<file path="config.mk">
export PLATFORM = sky130hd
export DESIGN_NAME = vga_axil_regs
export DESIGN_NICKNAME = d
export VERILOG_FILES = /design/src/rtl/vga_axil_regs.sv
export SDC_FILE = /design/constraint.sdc
export NUM_CORES = 1
export LEC_CHECK = 0
export ABC_AREA = 0
export CAP_MARGIN = 20
export CORE_MARGIN = 1
export CORE_UTILIZATION = 46
export CTS_CLUSTER_SIZE = 28
export DETAILED_ROUTE_END_ITERATION = 8
export PLACE_DENSITY = 0.8
export SLEW_MARGIN = 30
export SYNTH_ARGS = -nofsm -noshare
export SYNTH_HDL_FRONTEND = slang
export SYNTH_SLANG_ARGS = --single-unit
</file>
<file path="constraint.sdc">
create_clock -name clk -period 2.65 [get_ports clk]
set_clock_uncertainty 0.15 [all_clocks]
set_input_delay 0.6625 -clock clk [delete_from_list [all_inputs] [get_ports clk]]
set_output_delay 0.6625 -clock clk [all_outputs]
set_load 0.005 [all_outputs]
</file>
<file path="src/rtl/vga_axil_regs.sv">
// AXI4-Lite register file for the VGA core: CTRL/FG/BG colour registers and a
// read-only STATUS word holding a free-running frame counter.
module vga_axil_regs #(
    parameter int ADDR_W = 32,
    parameter int DATA_W = 32,
    parameter int FCNT_W = 16
) (
    input  logic                clk,
    input  logic                arst_n,
    input  logic [ADDR_W-1:0]   awaddr,
    input  logic                awvalid,
    output logic                awready,
    input  logic [DATA_W-1:0]   wdata,
    input  logic [DATA_W/8-1:0] wstrb,
    input  logic                wvalid,
    output logic                wready,
    output logic [1:0]          bresp,
    output logic                bvalid,
    input  logic                bready,
    input  logic [ADDR_W-1:0]   araddr,
    input  logic                arvalid,
    output logic                arready,
    output logic [DATA_W-1:0]   rdata,
    output logic [1:0]          rresp,
    output logic                rvalid,
    input  logic                rready,
    input  logic                frame_done_i,
    output logic                ctrl_en_o,
    output logic [1:0]          ctrl_mode_o,
    output logic [11:0]         fg_color_o,
    output logic [11:0]         bg_color_o
);
    localparam logic [1:0] RESP_OKAY   = 2'b00;
    localparam logic [1:0] RESP_SLVERR = 2'b10;

    typedef enum logic [1:0] {W_IDLE = 2'd0, W_HAVE_AW = 2'd1, W_HAVE_W = 2'd2, W_RESP = 2'd3} wr_state_t;
    typedef enum logic {R_IDLE = 1'b0, R_RESP = 1'b1} rd_state_t;

    wr_state_t           wr_state_q, wr_state_d;
    rd_state_t           rd_state_q, rd_state_d;
    logic                awready_q, awready_d, wready_q, wready_d;
    logic                bvalid_q, bvalid_d, arready_q, arready_d, rvalid_q, rvalid_d;
    logic [1:0]          bresp_q, bresp_d, rresp_q, rresp_d;
    logic [DATA_W-1:0]   rdata_q, rdata_d;
    logic [ADDR_W-1:0]   awaddr_q, awaddr_d;
    logic [11:0]         wdata_q, wdata_d;
    logic [2:0]          ctrl_q, ctrl_d;
    logic [11:0]         fg_q, fg_d, bg_q, bg_d;
    logic [FCNT_W-1:0]   fcnt_q, fcnt_d;

    logic                aw_hs_s, w_hs_s, ar_hs_s, commit_s;
    logic [ADDR_W-1:0]   wr_addr_s;
    logic [11:0]         wr_data_s;
    logic [DATA_W-1:0]   rd_word_s;
    logic                unused_ok_s;

    // Address lies in the 16-byte register window and is word aligned.
    function automatic logic addr_in_map(input logic [ADDR_W-1:0] addr);
        return (addr[1:0] == 2'b00) && (addr[ADDR_W-1:4] == '0);
    endfunction

    assign aw_hs_s = awvalid & awready_q;
    assign w_hs_s  = wvalid & wready_q;
    assign ar_hs_s = arvalid & arready_q;

    // Partial strobes are treated as full-word writes; upper data bits have no storage.
    assign unused_ok_s = ^{wstrb, wdata[DATA_W-1:12]};

    assign wr_addr_s = (wr_state_q == W_HAVE_AW) ? awaddr_q : awaddr;
    assign wr_data_s = (wr_state_q == W_HAVE_W) ? wdata_q : wdata[11:0];

    // Write channel FSM and register update at commit.
    always_comb begin
        wr_state_d = wr_state_q;
        awready_d  = awready_q;
        wready_d   = wready_q;
        bvalid_d   = bvalid_q;
        bresp_d    = bresp_q;
        awaddr_d   = awaddr_q;
        wdata_d    = wdata_q;
        ctrl_d     = ctrl_q;
        fg_d       = fg_q;
        bg_d       = bg_q;
        commit_s   = 1'b0;
        case (wr_state_q)
            W_IDLE: begin
                awready_d = 1'b1;
                wready_d  = 1'b1;
                if (aw_hs_s && w_hs_s) begin
                    commit_s = 1'b1;
                end else if (aw_hs_s) begin
                    wr_state_d = W_HAVE_AW;
                    awaddr_d   = awaddr;
                    awready_d  = 1'b0;
                end else if (w_hs_s) begin
                    wr_state_d = W_HAVE_W;
                    wdata_d    = wdata[11:0];
                    wready_d   = 1'b0;
                end else begin
                    wr_state_d = W_IDLE;
                end
            end
            W_HAVE_AW: begin
                if (w_hs_s) commit_s = 1'b1;
                else        wr_state_d = W_HAVE_AW;
            end
            W_HAVE_W: begin
                if (aw_hs_s) commit_s = 1'b1;
                else         wr_state_d = W_HAVE_W;
            end
            W_RESP: begin
                if (bready) begin
                    wr_state_d = W_IDLE;
                    bvalid_d   = 1'b0;
                    bresp_d    = RESP_OKAY;
                    awready_d  = 1'b1;
                    wready_d   = 1'b1;
                end else begin
                    wr_state_d = W_RESP;
                end
            end
            default: begin
                wr_state_d = W_IDLE;
                awready_d  = 1'b0;
                wready_d   = 1'b0;
                bvalid_d   = 1'b0;
                bresp_d    = RESP_OKAY;
            end
        endcase
        if (commit_s) begin
            wr_state_d = W_RESP;
            awready_d  = 1'b0;
            wready_d   = 1'b0;
            bvalid_d   = 1'b1;
            if (addr_in_map(wr_addr_s) && (wr_addr_s[3:2] != 2'd3)) begin
                bresp_d = RESP_OKAY;
                case (wr_addr_s[3:2])
                    2'd0:    ctrl_d = wr_data_s[2:0];
                    2'd1:    fg_d   = wr_data_s;
                    2'd2:    bg_d   = wr_data_s;
                    default: ctrl_d = ctrl_q;
                endcase
            end else begin
                bresp_d = RESP_SLVERR;
            end
        end else begin
            commit_s = 1'b0;
        end
    end

    // Read decode; STATUS samples the counter before any same-cycle increment.
    always_comb begin
        rd_word_s = '0;
        case (araddr[3:2])
            2'd0:    rd_word_s = {{(DATA_W-3){1'b0}}, ctrl_q};
            2'd1:    rd_word_s = {{(DATA_W-12){1'b0}}, fg_q};
            2'd2:    rd_word_s = {{(DATA_W-12){1'b0}}, bg_q};
            2'd3:    rd_word_s = {{(DATA_W-FCNT_W){1'b0}}, fcnt_q};
            default: rd_word_s = '0;
        endcase
    end

    // Read channel FSM.
    always_comb begin
        rd_state_d = rd_state_q;
        arready_d  = arready_q;
        rvalid_d   = rvalid_q;
        rdata_d    = rdata_q;
        rresp_d    = rresp_q;
        case (rd_state_q)
            R_IDLE: begin
                arready_d = 1'b1;
                if (ar_hs_s) begin
                    rd_state_d = R_RESP;
                    arready_d  = 1'b0;
                    rvalid_d   = 1'b1;
                    if (addr_in_map(araddr)) begin
                        rdata_d = rd_word_s;
                        rresp_d = RESP_OKAY;
                    end else begin
                        rdata_d = '0;
                        rresp_d = RESP_SLVERR;
                    end
                end else begin
                    rd_state_d = R_IDLE;
                end
            end
            R_RESP: begin
                if (rready) begin
                    rd_state_d = R_IDLE;
                    arready_d  = 1'b1;
                    rvalid_d   = 1'b0;
                    rdata_d    = '0;
                    rresp_d    = RESP_OKAY;
                end else begin
                    rd_state_d = R_RESP;
                end
            end
            default: begin
                rd_state_d = R_IDLE;
                arready_d  = 1'b0;
                rvalid_d   = 1'b0;
            end
        endcase
    end

    // Frame counter wraps naturally at 2^FCNT_W.
    always_comb begin
        if (frame_done_i) fcnt_d = fcnt_q + {{(FCNT_W-1){1'b0}}, 1'b1};
        else              fcnt_d = fcnt_q;
    end

    // Write path and register-file state.
    always_ff @(posedge clk or negedge arst_n) begin
        if (!arst_n) begin
            wr_state_q <= W_IDLE;
            awready_q  <= 1'b0;
            wready_q   <= 1'b0;
            bvalid_q   <= 1'b0;
            bresp_q    <= 2'b00;
            awaddr_q   <= '0;
            wdata_q    <= 12'h000;
            ctrl_q     <= 3'b000;
            fg_q       <= 12'h000;
            bg_q       <= 12'h000;
            fcnt_q     <= '0;
        end else begin
            wr_state_q <= wr_state_d;
            awready_q  <= awready_d;
            wready_q   <= wready_d;
            bvalid_q   <= bvalid_d;
            bresp_q    <= bresp_d;
            awaddr_q   <= awaddr_d;
            wdata_q    <= wdata_d;
            ctrl_q     <= ctrl_d;
            fg_q       <= fg_d;
            bg_q       <= bg_d;
            fcnt_q     <= fcnt_d;
        end
    end

    // Read path state.
    always_ff @(posedge clk or negedge arst_n) begin
        if (!arst_n) begin
            rd_state_q <= R_IDLE;
            arready_q  <= 1'b0;
            rvalid_q   <= 1'b0;
            rdata_q    <= '0;
            rresp_q    <= 2'b00;
        end else begin
            rd_state_q <= rd_state_d;
            arready_q  <= arready_d;
            rvalid_q   <= rvalid_d;
            rdata_q    <= rdata_d;
            rresp_q    <= rresp_d;
        end
    end

    assign awready     = awready_q;
    assign wready      = wready_q;
    assign bvalid      = bvalid_q;
    assign bresp       = bresp_q;
    assign arready     = arready_q;
    assign rvalid      = rvalid_q;
    assign rdata       = rdata_q;
    assign rresp       = rresp_q;
    assign ctrl_en_o   = ctrl_q[0];
    assign ctrl_mode_o = ctrl_q[2:1];
    assign fg_color_o  = fg_q;
    assign bg_color_o  = bg_q;
endmodule

</file>
After elaboration in Yosys (flattened, before gate mapping)
Index checks and enable logic that the tools add are counted.

word-level totals
  input port bits = 108
  flip-flop bits (word level) = 131
  output and inout bits = 68

cells by class
  multiplexer cells = 49
  bitwise gates (word level) = 6
  reductions and logical operators = 23
  equality and inequality tests = 15
  add/sub/neg operators = 1

operators with widths
  kind                                                    number
  2-to-1 mux 32 bit                                       4
  one-hot mux 32 bit (4 select lines)                     1
  one-hot mux 32 bit (2 select lines)                     1
  zero test 28 bit                                        2
  2-to-1 mux 2 bit                                        14
  2-to-1 mux 1 bit                                        20
  adder 16 x 1 -> 16 bit (second input constant)          1
  AND reduction 3 bit                                     5
  2-to-1 mux 12 bit                                       1
  == test 2 bit (second input constant)                   5
  zero test 2 bit                                         5
  one-hot mux 1 bit (2 select lines)                      5
  one-hot mux 2 bit (4 select lines)                      1
  == test 2 x 1 -> 1 bit (second input constant)          3
  inequality test 2 bit (second input constant)           3
  inequality test 3 x 2 -> 1 bit (second input constant)  2
  inequality test 3 bit (second input constant)           2
  AND reduction 2 bit                                     3
  logical AND 1 bit                                       4
  one-hot mux 2 bit (2 select lines)                      1
  AND reduction 4 bit                                     1
  nonzero test 2 bit                                      2
  AND 1 bit                                               3
  inverter 1 bit                                          3
  2 further kinds                                         2

Longest topological paths before layout
Gate-level depths: netlist of the first run.

  word-level depth = 7
  gate-level depth with buffers = 7

Worst setup path after synthesis of the first run
No wires, ideal clock.

  kind = in2reg
  start = input awaddr[5]
  end = register bg_q[10] (netlist: bg_color_o[10])
  setup slack = 0.424 ns
  cell stages on the path = 6
  arrival = 1.951 ns
  cell sequence = nor4_1 nand4_1 o22ai_4 nand4_4 buf_6 mux2_4

on the way
  cells in the longest elaborated chain, start to end = 5

RTL lines
  what                           RTL line  text
  start, declared                10        input logic [ADDR_W-1:0] awaddr,
  2-to-1 mux 32 bit              69        assign wr_addr_s = (wr_state_q == W_HAVE_AW) ? awaddr_q : awaddr;
  zero test 28 bit               59        return (addr[1:0] == 2'b00) && (addr[ADDR_W-1:4] == '0);
  logical AND 1 bit              59
  logical AND 1 bit              135       if (addr_in_map(wr_addr_s) && (wr_addr_s[3:2] != 2'd3)) begin
  AND reduction 3 bit (no line)  -
  end signal, assigned           237       bg_q <= bg_d;
  end, declared                  48        logic [11:0] fg_q, fg_d, bg_q, bg_d;

No other way between the ends.
A chain may end at the register's enable or synchronous reset.

Final worst setup path of the first run
  start = input awaddr[22]
  end = register ctrl_q[0]

on the way
  cells in the longest elaborated chain, start to end = 5

RTL lines
  what                           RTL line  text
  2-to-1 mux 32 bit              69
  zero test 28 bit               59
  logical AND 1 bit              59
  logical AND 1 bit              135
  AND reduction 3 bit (no line)  -
  end signal, assigned           235       ctrl_q <= ctrl_d;
  end, declared                  47        logic [2:0] ctrl_q, ctrl_d;

No other way between the ends.

==> run summary, run 1 <==
Unrepaired setup endpoints after global routing - false
Number of nets in the layout - 668
Worst IR drop on VDD - 0.470 mV
Area growth, synth to finish - 40.4%
Number of CTS-inserted buffers - 17
Pin count of the biggest net entering global routing - 50
Detail Route Antenna Nets - 0
Final setup fails - 0
Floorplan die area - 0.0119 sq mm
Wire length of the first global-routing pass - 20600 microns
Clock latency reported for the late side of the worst-skew pair - 410 ps
Syn Std Cell Area - 0.00526 sq mm
Cell-by-cell trace of the critical path - clkdlybuf4s50_1 > nor4_1 > nand3_1 > o22ai_4 > nand4_1 > mux2_2
Total wire length after detailed routing - 12900 microns
Fmax - 403 MHz
Share of post-route cells with drive strength above 1 - 26.4%
Slowest cell delay on critical path - 440 ps
Initial antenna violation count - 0
Via count of the routed design - 3918
Final Instance Area - 0.00738 sq mm
Die Width - 109 microns
Synth warnings - 0
Half-perimeter wire length after detailed placement - 9320 microns
Standard-cell rows - 38
Final period demand of the worst path - 2480 ps
Hold/Removal Path Class - primary input to asynchronous set/reset pin
Worst rel slew slack - 53.2%
Post-route DRC violation count - 0
Initial standard-cell utilization of the core - 47.8%
Number of antenna diodes - 0
TritonCTS clock tree - done
Number of global-route vias before repair - 4154
Max stage delay cell, worst path - clkdlybuf4s50_1
Type of element launching the critical path - primary input
Family of cells with the greatest summed delay on the critical path - simple AND/OR/NAND/NOR gates
Final-report hold violation count - 0
Power density over the cells - 836 mW/mm^2
Placer Congestion - 0.811
Final period util - 93.7%
Clock root buffer master - clkbuf_16
Actual slew at the worst max-slew pin - 701 ps
Util after Layout - 67.2%
Portion of netlist area occupied by mux cells - 22.6%
Largest fanout on the critical path - 4
Pins Over Slew Limit - 0
Resized cells post-CTS - 0
Leak Pwr - 3.26 nW
Post-CTS setup buffer count - 0
Wirelength per Cell - 18.1 microns
Synthesized-area fraction occupied by xor and xnor cells - 2.50%
Die height - 109 microns
Num Clock Sinks - 113
Clock buffer depth - 2
Boundary Pins - 176
Fraction of the mapped netlist area in adder cells - 0.238%
Sum of buffers and inverters on the critical path - 1
Core area - 0.0110 sq mm
Simple-gate share of the synthesized area - 10.8%
Mean instance size in the synthesized netlist - 12.9 sq um
Post-synthesis register bit count - 113
Post-synthesis compound-gate area fraction - 5.76%
Leftover overflow at the end of global routing - 0
Number of H-tree levels - 4
Critical Path Sink Type - register
Arrival @ worst endpoint - 2610 ps
Router iterations before antenna repair - 4
Gate count after technology mapping - 407
Start-to-end type of the worst setup path - primary input to register
Number of design-rule violations left by the first detailed-router iteration - 197
Filler instances - 772
Hold-fix buffers at CTS - 0
Global Route Usage Sum - 23.3%
Data required, critical path - 2780 ps
Outcome - completed
Count of cell types in the netlist - 40
Main combinational cell family by area after synthesis - multiplexers
Placed standard-cell area - 0.00679 sq mm
Final setup TNS - 0 ps
Port-buffer cells - 133
Sequential share of the synthesized area - 53.8%
Via-to-Cell Ratio - 5.50
Maximum Capacitance Violations - 0
Worst-path clk slew - 50 ps
[final cells by class]
class	instances	area, sq um	area share (%)
tap	140	175	2.37
sequential	113	2830	38.3
timing repair buffer	149	1510	20.5
inverter	2	7.51	0.102
clock buffer	18	429	5.82
multi-input combinational	276	2270	30.8
clock inverter	14	158	2.14
[where the power goes]
group / switching, mW / internal (mW)
combinational: 0.590 / 0.816
clock: 0.833 / 1.40
sequential: 0.347 / 2.19
[per-layer routing]
layer | global-route usage, % | wire length [microns] | vias up
li1 | - | - | 1768
met1 | 27.1 | 5160 | 1972
met2 | 40.3 | 6620 | 161
met3 | 6.52 | 897 | 17
met4 | 9.75 | 210 | 0
met5 | 0 | 0 | -
[cells in the mapped netlist]
library cell | n | area [sq um]
and2_2 | 1 | 7.51
ha_1 | 1 | 12.5
xnor2_1 | 12 | 105
o31ai_1 | 1 | 7.51
and3_1 | 7 | 43.8
a21oi_1 | 6 | 30.0
nand4_1 | 10 | 62.6
mux4_2 | 3 | 67.6
a22oi_1 | 9 | 67.6
buf_4 | 19 | 143
nor2b_1 | 1 | 6.26
a22o_1 | 8 | 70.1
inv_1 | 2 | 7.51
nand3_1 | 10 | 50.1
o21ai_0 | 15 | 75.1
buf_1 | 2 | 7.51
mux2_4 | 20 | 300
dfrtp_1 | 113 | 2830
nand2b_2 | 1 | 8.76
nor3_1 | 2 | 10.0
clkbuf_1 | 8 | 30.0
mux2_2 | 73 | 822
nor2_1 | 11 | 41.3
nand3b_1 | 2 | 15.0
nor2b_2 | 1 | 8.76
o22ai_4 | 1 | 20.0
nor4_2 | 1 | 12.5
o21ai_1 | 1 | 5.00
buf_2 | 2 | 10.0
xor2_1 | 3 | 26.3
a211oi_1 | 2 | 15.0
nand2b_1 | 4 | 25.0
nand4_4 | 2 | 42.5
buf_6 | 2 | 22.5
a31oi_1 | 1 | 6.26
o22ai_1 | 1 | 6.26
nor4_1 | 20 | 125
conb_1 | 1 | 3.75
or3_1 | 1 | 6.26
nand2_1 | 27 | 101
[cell families (layout without fill, tap and decap cells)]
| group | Yosys count | count (layout) |
|---|---|---|
| AND/OR/NAND/NOR | 101 | 101 |
| flip-flops | 113 | 113 |
| other | 1 | 18 |
| adder cells (fa/ha/maj) | 1 | 1 |
| multiplexers | 96 | 96 |
| XOR/XNOR | 15 | 15 |
| AO/OA/AOI/OAI | 45 | 45 |
| buffers and inverters | 35 | 183 |
[path summary, 6_finish.rpt]
check	from	endpoint	slack [ps]	cells past startpoint
worst max register to register	wr_state_q[1]$_DFFE_PN0P_	ctrl_q[0]$_DFFE_PN0P_	460	5
worst max-delay path	awaddr[22]	ctrl_q[0]$_DFFE_PN0P_	170	6
min in group clk	rvalid$_DFFE_PN0P_	rvalid$_DFFE_PN0P_	330	2
max in group asynchronous	arst_n	fg_color_o[1]$_DFFE_PN0P_	1730	2
worst min register to register	rvalid$_DFFE_PN0P_	rvalid$_DFFE_PN0P_	330	2
worst min-delay path	arst_n	wdata_q[8]$_DFFE_PN0P_	30	1
[registers in the layout (all words and copies together) (netlist names)]
| register | flops |
|---|---|
| awaddr_q | 32 |
| fcnt_q | 16 |
| rdata | 16 |
| bg_color_o | 12 |
| fg_color_o | 12 |
| wdata_q | 12 |
| ctrl_q | 3 |
| wr_state_q | 2 |
| arready | 1 |
| awready | 1 |
| bresp | 1 |
| bvalid | 1 |
| rd_state_q | 1 |
| rresp | 1 |
| rvalid | 1 |
| wready | 1 |
[metrics by stage]
step | setup slack (ps) | power [mW] | hold WS, ps | instances
after global routing | 109 | 6.51 | 42.6 | 712
after floorplan | 424 | 3.41 | 217 | 424
after global placement | -168 | 3.85 | 313 | 680
after CTS | 188 | 6.22 | 32.5 | 712
after detailed placement | -225 | 3.96 | 318 | 680
final | 166 | 6.17 | 25.8 | 712
[layout by cell type, fill, tap and decap left out, drive strengths merged, types with 2 or more instances in the layout]
cell / netlist / routed
mux4: 3 / 3
nor2b: 2 / 2
nand3: 10 / 10
clkinv: 0 / 2
nand3b: 2 / 2
nand4: 12 / 12
o22ai: 2 / 2
a22oi: 9 / 9
nor4: 21 / 21
a211oi: 2 / 2
conb: 1 / 18
a22o: 8 / 8
nor2: 11 / 11
clkdlybuf4s50: 0 / 132
nor3: 2 / 2
dfrtp: 113 / 113
xnor2: 12 / 12
clkinvlp: 0 / 6
o21ai: 16 / 16
nand2: 27 / 27
mux2: 93 / 93
clkbuf: 8 / 18
bufinv: 0 / 2
buf: 25 / 17
and3: 7 / 7
xor2: 3 / 3
inv: 2 / 6
a21oi: 6 / 6
nand2b: 5 / 5
No activity file was read; power rests on OpenSTA's default activity.
==> inputs of run 2 (changes only) <==
--- a/config.mk
+++ b/config.mk
@@ -12,7 +12,9 @@
 export CTS_CLUSTER_SIZE = 28
 export DETAILED_ROUTE_END_ITERATION = 8
 export PLACE_DENSITY = 0.8
+export SKIP_CTS_REPAIR_TIMING = 1
 export SLEW_MARGIN = 30
 export SYNTH_ARGS = -nofsm -noshare
 export SYNTH_HDL_FRONTEND = slang
 export SYNTH_SLANG_ARGS = --single-unit
+export TNS_END_PERCENT = 5
==> results of run 2 <==
Final layout, timing and power as in run 1 (identical DEF).
==> patch 1 (config.mk and constraints of run 2) <==
Make the reset (`arst_n`) synchronous in 2 clocked blocks.
--- a/src/rtl/vga_axil_regs.sv
+++ b/src/rtl/vga_axil_regs.sv
@@ -213,3 +213,3 @@
     // Write path and register-file state.
-    always_ff @(posedge clk or negedge arst_n) begin
+    always_ff @(posedge clk) begin
         if (!arst_n) begin
@@ -242,3 +242,3 @@
     // Read path state.
-    always_ff @(posedge clk or negedge arst_n) begin
+    always_ff @(posedge clk) begin
         if (!arst_n) begin
Check against the original RTL: differs if arst_n is asserted again (counterexample within 4 cycles, from zero or initial values and one cycle with arst_n low); with arst_n held inactive, the same outputs for 4 cycles.
==> patch 1 against run 2 <==
Synthesized cell count up 39%; cell area down 2.8%; sequential cell count unchanged; largest cell class is now multi-input gates; critical endpoint is now fg_color_o[4]$_SDFFE_PN0P_; wire length up 4.6%; utilization down 1.3 points; synthesized area down 1.7%; die area down 1.7%; worst setup slack worse by 0.030 ns.
Power is not compared: it rests on default switching activity, and its combinational part moved more than twofold at a synthesized area within 25%.
==> patch 1: results (changes against run 2) <==
Setup path
  – FF-to-FF setup slack: 0.31 ns (-0.15 ns)
  – CP max FO: 12 (+8)
  – R2R depth: 7 (+2)
  – Worst r2r src: wr_state_q[0]$_SDFFE_PN0P_
  – Crit path from: wvalid
  – RR Endpoint: fg_color_o[4]$_SDFFE_PN0P_
  – WP data arrival: 2.81 ns (+0.20 ns)
  – CP max stage delay: 0.51 ns (+0.07 ns)

Synth
  – Sequential-to-total area share from yosys stat: 0.438 (-0.100)
  – Mapped Cells: 565 (+39%)
  – Prevailing post-synth register cell: dfxtp_1
  – Post-synth top cells: 134 x nand2_1, 113 x dfxtp_1, 40 x mux2i_1, 35 x a21boi_0, 25 x clkbuf_1
  – Unique masters post-synth: 42 (+5.0%)
  – Dominant cells by area after synthesis: dfxtp_1 44%, nand2_1 9.7%, mux2i_1 7.8%
  – Synth async-reset ratio: 0 (-1.00)

Routing
  – M1 WL: 5780 um (+12%)
  – 1st-iter DRT viols: 236 (+20%)
  – Via count: 4531 (+16%)
  – Final WL: 13500 um (+4.6%)

Clock network
  – Root Buffer: clkbuf_8
  – Clk_lat worst skew: 0.52 ns (+0.11 ns)

Placed design
  – DP Worst Slack: -0.392 ns (-0.167 ns)
  – DP Wirelength: 9850 um (+5.7%)

Layout
  – Filler Cell Count: 871 (+13%)
  – Layout net count: 815 (+22%)

Global route
  – First-pass GRT wire length: 21200 um (+2.7%)
  – Grt met3 use: 0.0651 (about the same)
  – GR Util met1: 0.277 (+0.00584)
  – Total GRT Usage: 0.237 (+0.00351)
  – Largest net degree at the start of global routing: 36 (-28%)

Status
  – Outcome: finished, final reports clean

STA
  – Crit share post-route: 0.949 (+0.0113)

Worst hold path
  – Worst Hold Class: reg -> reg
==> patch 1: power groups by stage <==
stage / sequential, mW / combinational [mW] / clock (mW)
floorplan: 1.83 / 0.283 / 0
global placement: 1.84 / 0.491 / 0
detailed placement: 1.84 / 0.503 / 0
CTS: 1.81 / 0.509 / 2.01
global route: 1.82 / 0.553 / 2.10
finish: 1.81 / 0.508 / 1.99
==> patch 1: cell families (layout without fill, tap and decap cells) <==
logic type | after synthesis | in the layout | share of synthesized area
mux | 66 | 66 | 0.141
simple gates | 241 | 241 | 0.230
other cells | 1 | 18 | 0.000726
flops | 113 | 113 | 0.438
fa+ha+maj | 1 | 1 | 0.00242
buf+inv | 48 | 185 | 0.0509
compound gates | 86 | 86 | 0.122
xor+xnor | 9 | 9 | 0.0153
==> patch 1: area by class of cell <==
cell class	instances	area, um2	share of cell area
tap	140	175	0.0244
clock inverter	7	60.1	0.00837
sequential	113	2260	0.315
timing repair buffer	153	1510	0.211
clock buffer	25	454	0.0633
multi-input combinational	421	2710	0.377
==> patch 2 (settings of run 2) <==
Made on the original files. Set the parameter `DATA_W` to 64 (it was 32).
--- a/src/rtl/vga_axil_regs.sv
+++ b/src/rtl/vga_axil_regs.sv
@@ -4,3 +4,3 @@
     parameter int ADDR_W = 32,
-    parameter int DATA_W = 32,
+    parameter int DATA_W = 64,
     parameter int FCNT_W = 16
Interface: changed (resized rdata, wdata and wstrb); port bits go from 176 to 244. The function was not compared with the original's and may differ.
==> patch 2 against run 2 <==
The run now ends with design-rule violations left; wire length is 2.5% higher; synthesized area up 4.6%; sequential power barely moved; cell area is 1.2% higher; die area up 4.5%; total power decreased by 0.55%; worst setup slack better by 0.015 ns; sequential cell count is the same; critical path type unchanged; largest cell class unchanged; highest routed layer unchanged.
==> patch 2: results (changes against run 2) <==
Status
  – Outcome: finished with violations
  – Failing checks: design-rule violations

Placed design
  – DP Wirelength: 9780 um (+5.0%)
  – Placer Congestion: 0.810 (-0.16%)
  – DP Worst Slack: -0.228 ns (-0.00308 ns)

Synth
  – Dominant cells by area after synthesis: dfrtp_1 51%, mux2_2 15%, buf_4 7.0%
  – Post-Syn Area: 0.00550 mm2 (+4.6%)
  – Sequential-to-total area share from yosys stat: 0.515 (-0.0235)
  – Post-synth top cells: 113 x dfrtp_1, 73 x mux2_2, 51 x buf_4, 27 x nand2_1

Global route
  – Largest net degree at the start of global routing: 57 (+14%)
  – First-pass GRT wire length: 21900 um (+6.2%)
  – Vias in the first global route: 4296 (+3.4%)

Routing
  – Pre-Repair DR Iteration Count: 9 (+5)
  – DRC viols: 40 (+40)
  – 1st-iter DRT viols: 245 (+24%)
  – DR WL/cell: 17.7 um (-2.2%)
  – Via count: 3975 (+1.5%)

Layout
  – Fraction of layout cells with a size suffix above 1: 0.245 (-0.0185)
  – Filler Cell Count: 842 (+9.1%)
  – Diode count: 0 (unchanged)

Clock network
  – Worst-path clk slew: 0.05 ns (about the same)

STA
  – Worst Tran Pin Value: 0.700 ns (-0.00119 ns)
  – Final min period: 2.47 ns (-0.0147 ns)

Power
  – Maximum vdd ir drop: 0.555 mV (+18%)
  – Leak: 3.36 nW (+3.1%)

Setup path
  – Crit path from: awaddr[5]
[patch 2: cell types whose count changed after synthesis, sizes merged]
cell  change
buf      +32
[patch 2: worst min-delay path by stage]
stage | from | to | slack, ns | cells after the start
after global placement | fcnt_q[15]$_DFFE_PN0P_ | fcnt_q[15]$_DFFE_PN0P_ | 0.31 | 1
after floorplan | arst_n | arready$_DFFE_PN0P_ | 0.22 | 0
after detailed placement | rvalid$_DFFE_PN0P_ | rvalid$_DFFE_PN0P_ | 0.32 | 2
final | arst_n | rdata[15]$_DFFE_PN0P_ | 0.05 | 1
after CTS | arst_n | rdata[15]$_DFFE_PN0P_ | 0.06 | 1
after global routing | arst_n | rdata[13]$_DFFE_PN0P_ | 0.08 | 1
[patch 2: area by class of cell]
class,count,area (um2),area share
flip-flops and latches,113,2830,0.378
multi-input cells,308,2390,0.320
repair buffers,148,1490,0.200
clock buffers,22,464,0.0621
well taps,143,179,0.0239
clock inverters,10,110,0.0147
inverters,2,7.51,0.00100
[patch 2: stage by stage]
step	hold WS [ns]	cells	total power, mW
after global placement	0.314	714	3.86
after global routing	0.0783	746	6.50
after floorplan	0.217	488	3.46
after CTS	0.0597	746	6.19
final	0.0537	746	6.13
after detailed placement	0.319	714	3.97
[patch 2: where the power goes]
part	total (mW)	internal [mW]	leakage [nW]	switching (mW)
clock	2.17	1.42	0.272	0.751
combinational	1.42	0.806	1.63	0.616
sequential	2.54	2.19	1.46	0.351
[patch 2: per-layer routing]
metal / up-vias / GRT usage / wire length, um / share of wire
met3: 19 / 0.0640 / 931 / 0.070
met2: 174 / 0.399 / 6800 / 0.52
met4: 0 / 0.111 / 308 / 0.023
met5: - / 0 / 0 / 0
met1: 1981 / 0.263 / 5170 / 0.39
li1: 1801 / - / - / -
[patch 2: kinds of logic after synthesis]
kind of cell	count (synthesis)	synth area share
DFF	113	0.515
and+or+nand+nor	101	0.103
buffers and inverters	67	0.0838
xor gates and xnor gates	15	0.0239
other	1	0.000682
muxes	96	0.217
adders and majority gates	1	0.00228
AOI/OAI and AO/OA	45	0.0551
[patch 2: critical path: stages]
cell and delay, ns:
clkdlybuf4s50_1 0.44, nor4_1 0.33, nand4_1 0.20, o22ai_4 0.31, nand4_1 0.30, mux2_2 0.36
